File: src/rtl/ldtu_word_decoder.sv
// LiTE-DTU receive-side word decoder: classifies 32-bit DTU words and unpacks them into 13-bit samples.
// Optional trailer/frame checking is enabled by defining LDTU_DEC_FRAMECHECK_EN.
`timescale 1ns/1ps

module ldtu_word_decoder #(
    parameter int                  Nbits_32     = 32,
    parameter int                  Nbits_12     = 12,
    parameter logic [Nbits_32-1:0] IDLE_PATTERN = 32'hEAAAAAAA
) (
    input  logic                CLK,
    input  logic                RST,
    input  logic [Nbits_32-1:0] word_in,
    input  logic                word_valid,
    output logic                word_ready,
    output logic [Nbits_12:0]   sample_out,
    output logic                sample_valid,
    input  logic                sample_ready,
    output logic                frame_done,
    output logic [11:0]         frame_num,
    output logic                frame_err,
    output logic                fmt_err
);

    localparam logic [0:0] EMPTY = 1'b0;
    localparam logic [0:0] EMIT  = 1'b1;

    logic [0:0]       state;
    logic [2:0]       idx;
    logic [2:0]       remaining;
    logic [Nbits_12:0] hold [5];

    logic [Nbits_12:0] dec_samp [5];
    logic [2:0]        dec_n;
    logic              dec_bad;
`ifdef LDTU_DEC_FRAMECHECK_EN
    logic              dec_trl;
`endif

    logic accept;
    logic hs;
    logic load;
    logic last;

    // Word classification; baseline and partial-baseline share the 6-bit field layout.
    always_comb begin
        dec_n   = 3'd0;
        dec_bad = 1'b0;
`ifdef LDTU_DEC_FRAMECHECK_EN
        dec_trl = 1'b0;
`endif
        for (int k = 0; k < 5; k++) begin
            dec_samp[k] = {{(Nbits_12-5){1'b0}}, word_in[6*k +: 6]};
        end
        if (word_in == IDLE_PATTERN) begin
            dec_n = 3'd0;
        end else if (word_in[31:30] == 2'b01) begin
            dec_n = 3'd5;
        end else if (word_in[31:28] == 4'b1000) begin
            if (word_in[27:25] >= 3'd1 && word_in[27:25] <= 3'd4) begin
                dec_n = word_in[27:25];
            end else begin
                dec_bad = 1'b1;
            end
        end else if (word_in[31:26] == 6'b001010) begin
            dec_n       = 3'd2;
            dec_samp[0] = word_in[Nbits_12:0];
            dec_samp[1] = word_in[2*Nbits_12+1:Nbits_12+1];
        end else if (word_in[31:26] == 6'b001011) begin
            dec_n       = 3'd1;
            dec_samp[0] = word_in[Nbits_12:0];
        end else if (word_in[31:28] == 4'b1101) begin
`ifdef LDTU_DEC_FRAMECHECK_EN
            dec_trl = 1'b1;
`endif
        end else begin
            dec_bad = 1'b1;
        end
    end

    // NOTE: word_ready is combinational from sample_ready so a new word can be taken on the last sample's handshake.
    assign word_ready   = ~RST & ((state == EMPTY) | ((remaining == 3'd1) & sample_ready));
    assign accept       = word_valid & word_ready;
    assign hs           = (state == EMIT) & sample_ready;
    assign load         = accept & (dec_n != 3'd0);
    assign last         = hs & (remaining == 3'd1);
    assign sample_valid = (state == EMIT);
    assign sample_out   = (state == EMIT) ? hold[idx] : '0;

    always_ff @(posedge CLK or posedge RST) begin
        if (RST) begin
            state     <= EMPTY;
            idx       <= 3'd0;
            remaining <= 3'd0;
        end else if (load) begin
            state     <= EMIT;
            idx       <= 3'd0;
            remaining <= dec_n;
        end else if (hs) begin
            remaining <= remaining - 3'd1;
            if (last) begin
                state <= EMPTY;
            end else begin
                idx <= idx + 3'd1;
            end
        end
    end

    // NOTE: the holding register has no reset; it is only observed through sample_out while state is EMIT.
    always_ff @(posedge CLK) begin
        if (load) begin
            hold <= dec_samp;
        end
    end

    always_ff @(posedge CLK or posedge RST) begin
        if (RST) begin
            fmt_err <= 1'b0;
        end else begin
            fmt_err <= accept & dec_bad;
        end
    end

`ifdef LDTU_DEC_FRAMECHECK_EN
    logic [7:0] frame_cnt;
    logic [7:0] cnt_next;

    // A handshake in the trailer's cycle belongs to the frame being closed.
    assign cnt_next = frame_cnt + {7'd0, hs};

    always_ff @(posedge CLK or posedge RST) begin
        if (RST) begin
            frame_cnt  <= 8'd0;
            frame_done <= 1'b0;
            frame_err  <= 1'b0;
            frame_num  <= 12'd0;
        end else begin
            frame_done <= 1'b0;
            frame_err  <= 1'b0;
            if (accept & dec_trl) begin
                frame_done <= 1'b1;
                frame_num  <= word_in[19:8];
                frame_err  <= (word_in[7:0] != cnt_next);
                frame_cnt  <= 8'd0;
            end else begin
                frame_cnt <= cnt_next;
            end
        end
    end
`else
    assign frame_done = 1'b0;
    assign frame_err  = 1'b0;
    assign frame_num  = 12'd0;
`endif

endmodule

File: config.mk
export PLATFORM = sky130hd
export DESIGN_NAME = ldtu_word_decoder
export DESIGN_NICKNAME = d
export VERILOG_FILES = /design/src/rtl/ldtu_word_decoder.sv
export SDC_FILE = /design/constraint.sdc
export NUM_CORES = 1
export LEC_CHECK = 0
export ABC_AREA = 1
export CAP_MARGIN = 25
export CELL_PAD_IN_SITES_DETAIL_PLACEMENT = 1
export CELL_PAD_IN_SITES_GLOBAL_PLACEMENT = 2
export CORE_ASPECT_RATIO = 0.7
export CORE_UTILIZATION = 33
export CTS_BUF_LIST = sky130_fd_sc_hd__clkbuf_4
export CTS_CLUSTER_SIZE = 16
export DETAILED_ROUTE_END_ITERATION = 6
export PLACE_DENSITY = 0.85
export SETUP_SLACK_MARGIN = 0.4
export SLEW_MARGIN = 20
export SYNTH_ARGS = -nofsm -noshare
export SYNTH_HDL_FRONTEND = slang
export SYNTH_SLANG_ARGS = --single-unit
File: constraint.sdc
create_clock -name CLK -period 3.8 [get_ports CLK]
set_input_delay 0.95 -clock CLK [delete_from_list [all_inputs] [get_ports CLK]]
set_output_delay 0.95 -clock CLK [all_outputs]
set_load 0.01 [all_outputs]
* Yosys cells after proc, flatten, opt, wreduce, memory -nomap -nowiden
Index checks and enable logic that the tools add are counted.
W data, S select, Z words.
** Word-level totals
- Register bits :: 52
- Bits of input ports :: 36
- Output and inout bits :: 30
- Word-level logic and storage cells :: 75
** Operators by class
- Add/sub/neg operators :: 2
- Order comparisons :: 3
- Eq/ne operators :: 8
- Muxes and demuxes :: 31
- Bitwise operators :: 12
- Reductions and logical operators :: 8
** Operator list (count)
- $mux W13 :: 6
- $mux W19 :: 3
- $bmux W13 S3 :: 1
- $eq A32 B32 Y1 const B :: 1
- $mux W3 :: 9
- $eq A6 B4 Y1 const B :: 2
- $mux W1 :: 11
- $eq A4 B4 Y1 const B :: 2
- $and A1 B1 Y1 :: 7
- $ge A4 B4 Y1 const B :: 1
- $not A3 Y4 :: 1
- $reduce_and A2 Y1 :: 2
- $reduce_bool A2 Y1 :: 2
- $reduce_or A4 Y1 :: 1
- $add A3 B1 Y3 const B :: 1
- $eq A3 B1 Y1 const B :: 1
- $ge A3 B1 Y1 const B :: 1
- $le A3 B3 Y1 const B :: 1
- $not A1 Y1 :: 3
- $reduce_bool A3 Y1 :: 1
- $reduce_or A3 Y1 :: 1
- $sub A3 B1 Y3 const B :: 1
- $eq A2 B1 Y1 const B :: 1
- $mux W2 :: 1
- other kinds (3) :: 3

* Longest topological paths before layout
Gate-level depths: netlist (run 1).
- Depth in word-level cells :: 10
- Depth in mapped cells :: 12
- Depth with buffers taken out :: 12

* Worst setup path after synthesis (run 1)
OpenSTA, ideal clock, no wires.
- Kind :: input port to output port
- Start point :: input port RST
- End point :: output port word_ready
- Data arrival time :: 1.367 ns
- Required time :: 2.850 ns
- Path slack :: 1.483 ns
- Stages on the path :: 3
- Buffers on the path :: 0
- Cell sequence :: inv_1 > nand2_1 > inv_1
** On the way
- Cells in the longest elaborated chain, start to end :: 2
** Ends and longest elaborated chain
- start, declared :: RTL line 11 : input logic RST,
- $not A1 Y1 :: RTL line 81 : assign word_ready = ~RST & ((state == EMPTY) | ((remaining == 3'd1) & sample_ready));
- $and A1 B1 Y1 :: RTL line 81
- end, declared :: RTL line 14 : output logic word_ready,
No other way between the ends.

* Final worst setup path (run 1)
- Start point :: register idx[0]
- End point :: output port sample_out[5]
** On the way
- Cells in the longest elaborated chain, start to end :: 5
** Ends and longest elaborated chain
- start, declared :: RTL line 28 : logic [2:0] idx;
- start signal, assigned :: RTL line 103 : idx <= idx + 3'd1;
- $not A3 Y4 (implied by the code) :: RTL line 87 : assign sample_out = (state == EMIT) ? hold[idx] : '0;
- $bmux W13 S3 :: RTL line 87
- $mux W13 (implied by the code) (2 in series) :: RTL line 87
- $mux W13 :: RTL line 87
- end, declared :: RTL line 15 : output logic [Nbits_12:0] sample_out,
No other way between the ends. The select of a mux whose other input is x is not followed.

==> summary.md, run 1 <==
| Metric | Value |
|---|---|
| Status | finished clean |
| Nets | 410 |
| CORE AREA | 0.00794 mm2 |
| Rows | 27 |
| Final Hold Fails | 0 |
| Synthesized area per cell | 8.80 um2 |
| Wire per inst | 15.3 um |
| Crit path kind | reg2out |
| Final setup violating endpoints | 0 |
| Crit path max-delay family | buffers and inverters |
| Min cycle time layout | 3220 ps |
| VDD IR max | 0.181 mV |
| Root Buffer | clkbuf_4 |
| Vias | 2209 |
| #FFs+latches synth | 52 |
| Sequential fraction of the synthesis area | 0.556 |
| Slowest CP cell | dfrtp_2 |
| Met2 Usage GRT | 0.267 |
| DRT iter0 DRCs | 69 |
| Die footprint | 0.00867 mm2 |
| Fin area | 0.00344 mm2 |
| Hold Path Class | reg2reg |
| Count of pins over their slew limit | 0 |
| Final Cycle Share | 0.847 |
| Clock transition at path regs | 140 ps |
| Share of post-route cells with drive strength above 1 | 0.0833 |
| Warning count from the yosys run | 0 |
| Placer congestion estimate | 0.866 |
| CTS tree | yes |
| FF-to-FF setup slack | 1820 ps |
| Tot Pwr | 1.83 mW |
| Clock latency on the worst-skew pair | 370 ps |
| DRC | 0 |
| Grt met3 use | 0.0263 |
| Number of port buffers | 51 |
| Critical Path Sink Type | output port |
| Post-DP Area | 0.00332 mm2 |
| Leakage power | 1.45 nW |
| CP startpoint | idx[0] |
| Setup skew after layout | 7.14 ps |
| CP bufs+invs | 2 |
| Req. time, crit path | 2850 ps |
| Synth unique cells | 27 |
| Vias in the first global route | 2210 |
| Initial Util | 0.345 |
| Max cap viols | 0 |
| TritonRoute pass-1 iters | 4 |
| Final WL | 7.26 mm |
| RSZ-0062 raised after global routing | no |
| Critical Path Max Stage Delay | 560 ps |
| Largest net degree at the start of global routing | 50 |
| Maximum clock path buffer count | 2 |
| P&R area growth vs syn | 25.9% |
| Setup TNS | 0 ps |
| Achievable frequency | 0.311 GHz |
| Global Route Usage Sum | 0.175 |
| # clock sinks | 52 |
| Die Height | 78.2 um |
| RR Startpoint | remaining[1] |
| Arr. time, crit path | 2270 ps |
| Top FF cell, synth | edfxtp_1 |
| CP Launch Type | flop |
| EDFF count, synth | 44 |
| Die X | 111 um |
| Antenna diode count | 0 |
| Syn Inst Count | 311 |
| Cts bufs inserted | 5 |
| Cell Area, Synth | 0.00274 mm2 |
| HPWL after DPL | 5.49 mm |
| Met1 Use GR | 0.259 |
| First-pass GRT wire length | 11.7 mm |
| Hold Path Origin | idx[2] |
| Async S/R FF share, synth | 0.154 |
| Via/cell ratio | 4.67 |
| H-tree depth | 2 |
| Crit-path cells | clkinvlp_4, nor2_1, o32ai_1, nand2_1, a21oi_1, clkdlybuf4s50_1 |
| CP max FO | 17 |
| Pwr Density | 531 mW/mm2 |
| DRT antenna net count | 0 |
| I/O pin total | 66 |
| Initial antenna violation count | 0 |
| Gr busiest metal | met2 |
| Congestion Overflow GR | 0 |
[Yosys cell counts, types with 4 or more instances]
| master | count | area [um2] |
|---|---|---|
| edfxtp_1 | 44 | 1320 |
| o21ai_0 | 14 | 70.1 |
| dfrtp_1 | 8 | 200 |
| nand2_1 | 72 | 270 |
| nor2_2 | 4 | 25.0 |
| clkbuf_1 | 4 | 15.0 |
| nand3_1 | 9 | 45.0 |
| inv_1 | 39 | 146 |
| o32ai_1 | 6 | 52.6 |
| nor2_1 | 54 | 203 |
| nand4_1 | 4 | 25.0 |
| a21oi_1 | 14 | 70.1 |
| buf_4 | 15 | 113 |
[through the flow]
| stage | util | cells | setup slack, ps | hold WS, ps |
|---|---|---|---|---|
| 2_1_floorplan | - | 324 | 1480 | 520 |
| 3_3_place_gp | 0.418 | 460 | 602 | 544 |
| 3_5_place_dp | 0.418 | 460 | 572 | 556 |
| 4_1_cts | 0.429 | 468 | 423 | 602 |
| 5_1_grt | 0.434 | 473 | 416 | 637 |
| 6_report | 0.434 | 473 | 580 | 592 |
[area by class of cell]
class / count / area (um2)
Timing Repair inverter: 1 / 7.51
Clock buffer: 5 / 37.5
Sequential cell: 52 / 1520
Multi-Input combinational cell: 208 / 965
Fill cell: 944 / 4490
Inverter: 43 / 170
Tap cell: 101 / 126
Timing Repair Buffer: 60 / 578
Clock inverter: 3 / 37.5
[logic make-up after synthesis]
kind of cell | synth area share
AOI/OAI and AO/OA | 0.0800
adders and majority gates | 0.0137
other | 0.00137
and+or+nand+nor | 0.228
DFF | 0.556
xor gates and xnor gates | 0.00960
buffers and inverters | 0.111
[cells in the final DEF (no fill, tap or decap), types with 4 or more instances in the layout]
cell type	count
o21ai_0	14
nor2_2	4
o32ai_1	6
clkdlybuf4s50_1	51
nand4_1	4
buf_4	9
conb_1	14
nand3_1	9
dfrtp_1	7
edfxtp_1	44
clkbuf_4	5
nor2_1	54
a21oi_1	14
inv_1	38
nand2_1	72
[worst paths after layout]
kind                                  to  cells past startpoint
max                        sample_out[5]                      6
min                               idx[2]                      2
max reg2reg                     hold[63]                      8
min reg2reg                       idx[2]                      2
max in group asynchronous         idx[0]                      3
min in group asynchronous        fmt_err                      3
[worst reg2reg max path, delay by kind of cell (launching register included)]
kind          cells  cell delay (ps)
flops             1              380
fa+ha+maj         1              190
buf+inv           2              440
simple gates      5              610
[layer usage]
metal / routed length (um) / share of wire
met4: 74 / 0.010
met1: 3810 / 0.53
met2: 3170 / 0.44
met3: 202 / 0.028
met5: 0 / 0
[flip-flops by register name, summed over array words and instances (netlist names)]
signal	cells
hold	44
fmt_err	1
idx	3
remaining	3
sample_valid	1
[power by group]
group	switching (mW)	internal [mW]
clock	0.177	0.135
combinational	0.428	0.344
sequential	0.0602	0.687
[timing repair]
action	in CTS	in global routing
cloned	0	1
hold buffers	0	0
buffers inserted	0	4
resized for setup	2	2
setup endpoints to repair	6	5
No activity file was read; power rests on OpenSTA's default activity.
==> run 2: changes to the inputs <==
CORE_UTILIZATION = 27   (was 33)
PLACE_DENSITY = 0.74   (was 0.85)
clock period = 2.9 ns   (was 3.8 ns; I/O delays follow)
==> run 2 against run 1 <==
  * Critical path depth up 2
  * Final cell count up 9.1%
  * Final area up 7.2%
  * Via count up 4.8%
  * Critical path type unchanged
==> summary.md, run 2 (synthesis gave the netlist of run 1 again) <==
| Metric | Value |
|---|---|
| Status | finished clean |
| Largest regs | hold (44), idx (3), remaining (3) |
| Share of post-route cells with drive strength above 1 | 0.186 |
| VDD IR max | 0.237 mV |
| Vias | 2316 |
| Combinational power share | 0.479 |
| Largest register FFs | 44 |
| Final Cycle Share | 0.886 |
| CTS tree | yes |
| Root Buffer | clkbuf_4 |
| Tot Pwr | 2.65 mW |
| I/O pin total | 66 |
| R2R depth | 9 |
| Power share of the clock group | 0.158 |
| Min cycle time layout | 2570 ps |
| Die Height | 86.2 um |
| CP max FO | 4 |
| Setup TNS | 0 ps |
| Global Route Usage Sum | 0.154 |
| RSZ-0062 raised after global routing | yes |
| WHS Path Cells | 4 |
| Final setup violating endpoints | 0 |
| HPWL after DPL | 5.67 mm |
| Hold Path Origin | remaining[2] |
| Leakage power | 1.60 nW |
| Placed cells | 492 |
| Req. time, crit path | 2170 ps |
| Initial Util | 0.280 |
| Maximum clock path buffer count | 2 |
| Rows | 30 |
| Non-filler cells in the finished layout | 516 |
| Die footprint | 0.0105 mm2 |
| Worst reg2reg endpoint | hold[63] |
| H-tree depth | 2 |
| Top reg by flops | hold |
| Switch share | 0.370 |
| P&R area growth vs syn | 34.9% |
| Placer congestion estimate | 0.754 |
| Initial antenna violation count | 0 |
| Nets | 426 |
| RR Startpoint | remaining[1] |
| Vias in the first global route | 2330 |
| Final WL | 7.60 mm |
| DRC | 0 |
| DRT antenna net count | 0 |
| Setup skew after layout | 10.5 ps |
| # clock sinks | 52 |
| Pwr Density | 719 mW/mm2 |
| DRT iter0 DRCs | 149 |
| Critical Path Sink Type | output port |
| Cts bufs inserted | 5 |
| Clock transition at path regs | 160 ps |
| CP Launch Type | flop |
| Largest net degree at the start of global routing | 22 |
| Antenna diode count | 0 |
| Die X | 122 um |
| Crit path kind | reg2out |
| Hold Path Class | reg2reg |
| Most frequent cells in the layout | nand2_1 (71), nor2_1 (53), edfxtp_1 (44), clkdlybuf4s50_1 (37), inv_1 (36) |
| Clock latency on the worst-skew pair | 380 ps |
| Internal | 1.67 mW |
| Max cap viols | 0 |
| Wire per inst | 14.7 um |
| FF-to-FF setup slack | 1000 ps |
| TritonRoute pass-1 iters | 4 |
| Worst Hold End | remaining[2] |
| Achievable frequency | 0.389 GHz |
| Most common cell after layout, fill and taps aside | nand2_1 |
| Arr. time, crit path | 1840 ps |
| Flop pwr share | 0.363 |
| Congestion Overflow GR | 0 |
| CORE AREA | 0.00976 mm2 |
| Final Hold Fails | 0 |
| Count of pins over their slew limit | 0 |
| Number of port buffers | 51 |
| P_sw | 0.981 mW |
| First-pass GRT wire length | 12.2 mm |
| Via/cell ratio | 4.49 |
## run 2: cell count changes in the layout (fill, tap and decap cells not counted), moves of 6 or more
cell | previous run | this run
buf_2 | 0 | 6
dlygate4sd2_1 | 0 | 6
o32ai_2 | 0 | 6
o32ai_1 | 6 | 0
clkdlybuf4s50_1 | 51 | 37
buf_4 | 9 | 19
## run 2: power by group through the flow
| stage | clock network, mW | registers [mW] | logic (mW) |
|---|---|---|---|
| final | 0.420 | 0.963 | 1.27 |
| after global routing | 0.451 | 0.972 | 1.40 |
| after CTS | 0.429 | 0.952 | 1.17 |
| after detailed placement | 0 | 0.981 | 0.999 |
| after global placement | 0 | 0.979 | 0.983 |
| after floorplan | 0 | 0.959 | 0.565 |
## run 2: layer usage
metal | GRT usage | share of wire | wire [um]
met1 | 0.227 | 0.51 | 3860
met2 | 0.233 | 0.44 | 3340
met3 | 0.0283 | 0.042 | 318
met4 | 0.0377 | 0.011 | 84
met5 | 0 | 0 | 0
## run 2: worst max path at each step
| stage | end | slack [ps] | from | depth (start not counted) |
|---|---|---|---|---|
| 5_1_grt | sample_out[5] | 250 | idx[0] | 7 |
| 3_3_place_gp | word_ready | 140 | sample_ready | 6 |
| 3_5_place_dp | word_ready | 130 | sample_ready | 6 |
| 2_1_floorplan | hold[0] | 930 | word_in[27] | 9 |
| 4_1_cts | sample_out[4] | 230 | idx[0] | 7 |
| 6_report | sample_out[1] | 330 | idx[0] | 8 |
## run 2: what timing repair did
item	CTS	global route
pin swaps	1	8
setup endpoints to repair	14	8
gates cloned	0	1
gates resized for setup	42	25
hold buffers	0	0
setup buffers	9	6
## run 2: metrics by stage
| stage | hold slack, ps | utilization | area [um2] | setup slack (ps) |
|---|---|---|---|---|
| finish | 603 | 0.378 | 3690 | 330 |
| global route | 659 | 0.378 | 3690 | 252 |
| CTS | 605 | 0.372 | 3630 | 234 |
| detailed placement | 570 | 0.350 | 3420 | 132 |
| global placement | 557 | 0.350 | 3420 | 142 |
| floorplan | 520 | - | 2790 | 933 |
## run 2: area by class of cell
type | instances | area [um2]
Multi-Input combinational cell | 208 | 1040
Tap cell | 128 | 160
Clock buffer | 5 | 37.5
Inverter | 43 | 169
Timing Repair Buffer | 77 | 719
Fill cell | 1192 | 6070
Clock inverter | 3 | 42.5
Sequential cell | 52 | 1520
## run 2: worst max-delay path: stages, from the launching register on
cell and delay (ps):
dfrtp_2 500, inv_4 110, buf_4 120, buf_4 100, nor2_1 40, o32ai_2 220
nand2_1 100, a21oi_2 130, buf_2 140
==> run 3: changes to the inputs <==
TNS_END_PERCENT = 5   (was not set)
==> run 3 against run 2 <==
  * First-iteration DRC count shrank 15%
  * Final area shrank 2.1%
  * Clock power is essentially flat
  * Largest cell class unchanged
  * Clock skew shrank 3.8 ps
  * Fmax shrank 2.9%
  * Global-route usage shrank 0.23 points
  * Count of clock-buffer cells in the layout is the same
  * Routed wire length shrank 2.9%
  * Sequential share of layout area grew 0.85 points
  * Combinational power shrank 10%
  * Critical endpoint is now sample_out[5]
  * Sequential power shrank 1%
==> summary.md, run 3 (synthesis gave the netlist of run 1 again) <==
| Metric | Value |
|---|---|
| Status | finished clean |
| Nets | 417 |
| Pwr Density | 694 mW/mm2 |
| Worst Hold End | remaining[2] |
| TritonRoute pass-1 iters | 4 |
| Die Height | 86.2 um |
| R2R depth | 9 |
| CORE AREA | 0.00976 mm2 |
| Clock latency on the worst-skew pair | 380 ps |
| CTS tree | yes |
| Worst reg2reg endpoint | hold[60] |
| H-tree depth | 2 |
| Setup TNS | 0 ps |
| CP max FO | 8 |
| I/O pin total | 66 |
| P_sw | 0.918 mW |
| RSZ-0062 raised after global routing | yes |
| Die X | 122 um |
| Initial antenna violation count | 0 |
| Number of port buffers | 51 |
| Top layer in use | met4 |
| Most common cell after layout, fill and taps aside | nand2_1 |
| Global Route Usage Sum | 0.152 |
| Count of pins over their slew limit | 0 |
| Rows | 30 |
| DRT antenna net count | 0 |
| Min cycle time layout | 2650 ps |
| Combinational power share | 0.454 |
| Internal | 1.59 mW |
| Hold Path Class | reg2reg |
| First-pass GRT wire length | 12.1 mm |
| Switch share | 0.366 |
| Max cap viols | 0 |
| Die footprint | 0.0105 mm2 |
| VDD IR max | 0.220 mV |
| FF-to-FF setup slack | 1000 ps |
| Leakage power | 1.55 nW |
| Largest register FFs | 44 |
| Wire per inst | 14.6 um |
| Hold Path Origin | remaining[2] |
| Power share of the clock group | 0.167 |
| Crit path kind | reg2out |
| DRT iter0 DRCs | 126 |
| Cts hold-fix bufs | 0 |
| Root Buffer | clkbuf_4 |
| Flop pwr share | 0.379 |
| # clock sinks | 52 |
| Final setup violating endpoints | 0 |
| P&R area growth vs syn | 32.1% |
| Largest net degree at the start of global routing | 22 |
| Most frequent cells in the layout | nand2_1 (71), nor2_1 (54), edfxtp_1 (44), clkdlybuf4s50_1 (42), inv_1 (37) |
| Vias | 2260 |
| Congestion Overflow GR | 0 |
| Achievable frequency | 0.378 GHz |
| Critical Path Sink Type | output port |
| Filler cells | 1183 |
| Cts bufs inserted | 5 |
| Largest regs | hold (44), idx (3), remaining (3) |
| HPWL after DPL | 5.67 mm |
| Final Cycle Share | 0.913 |
| DRC | 0 |
| CP Launch Type | flop |
| Initial Util | 0.280 |
| Antenna diode count | 0 |
| Routed length on met1 | 3.77 mm |
| Share of post-route cells with drive strength above 1 | 0.135 |
| Via/cell ratio | 4.46 |
| Setup skew after layout | 6.67 ps |
| Req. time, crit path | 2170 ps |
| Maximum clock path buffer count | 2 |
| RR Startpoint | remaining[1] |
| Vias in the first global route | 2291 |
| Final WL | 7.38 mm |
| Final Hold Fails | 0 |
| Placer congestion estimate | 0.754 |
| WHS Path Cells | 4 |
| Top reg by flops | hold |
| WL met2 | 3.19 mm |
| Clock transition at path regs | 150 ps |
| Tot Pwr | 2.51 mW |
| Routed wl met3 | 356 um |
| Arr. time, crit path | 1920 ps |
==> run 3: area by class of cell <==
class                           instances  area, um2  area share
Inverter                               43        166      0.0461
Clock buffer                            5       37.5      0.0104
Sequential cell                        52       1520       0.421
Timing Repair Buffer                   68        677       0.187
Multi-Input combinational cell        208       1010       0.279
Tap cell                              128        160      0.0443
Clock inverter                          3       42.5      0.0118
==> run 3: metal layers <==
layer,vias up,track usage
met2,55,0.230
met4,0,0.0333
li1,1115,-
met1,1085,0.225
met3,5,0.0283
met5,-,0
==> run 3: metrics by stage <==
| step | cell area, um2 | cells | setup slack, ps | util | hold slack (ps) |
|---|---|---|---|---|---|
| floorplan | 2790 | 324 | 933 | - | 520 |
| global placement | 3420 | 492 | 142 | 0.350 | 557 |
| detailed placement | 3420 | 492 | 132 | 0.350 | 570 |
| CTS | 3580 | 507 | 210 | 0.367 | 605 |
| global route | 3610 | 507 | 117 | 0.370 | 659 |
| finish | 3610 | 507 | 253 | 0.370 | 603 |
==> run 3: repair_timing <==
| action | 4_1_cts | 5_1_grt |
|---|---|---|
| buffers inserted | 7 | 0 |
| hold endpoints to repair | 0 | 0 |
| gates resized for setup | 20 | 9 |
| setup endpoints to repair | 14 | 13 |
| pin swaps | 1 | 1 |
==> run 3: worst max-delay path, stage by stage (launching register included) <==
cell	delay (ps)
dfrtp_1	450
inv_2	140
buf_4	180
nor2_1	60
o32ai_2	230
nand2_1	80
a21oi_1	150
clkdlybuf4s15_2	240
==> run 3: worst max path at each step <==
stage | start | slack [ps] | cells after the start | to
after floorplan | word_in[27] | 930 | 9 | hold[0]
after global placement | sample_ready | 140 | 6 | word_ready
after detailed placement | sample_ready | 130 | 6 | word_ready
after CTS | idx[0] | 210 | 7 | sample_out[5]
after global routing | idx[0] | 120 | 7 | sample_out[5]
final | idx[0] | 250 | 7 | sample_out[5]
==> run 3: power by group through the flow <==
stage                     Clock (mW)  Combinational, mW  Sequential, mW
after floorplan                    0              0.565           0.959
after global placement             0              0.983           0.979
after detailed placement           0              0.999           0.981
after CTS                      0.429               1.10           0.951
after global routing           0.452               1.26           0.962
final                          0.419               1.14           0.951
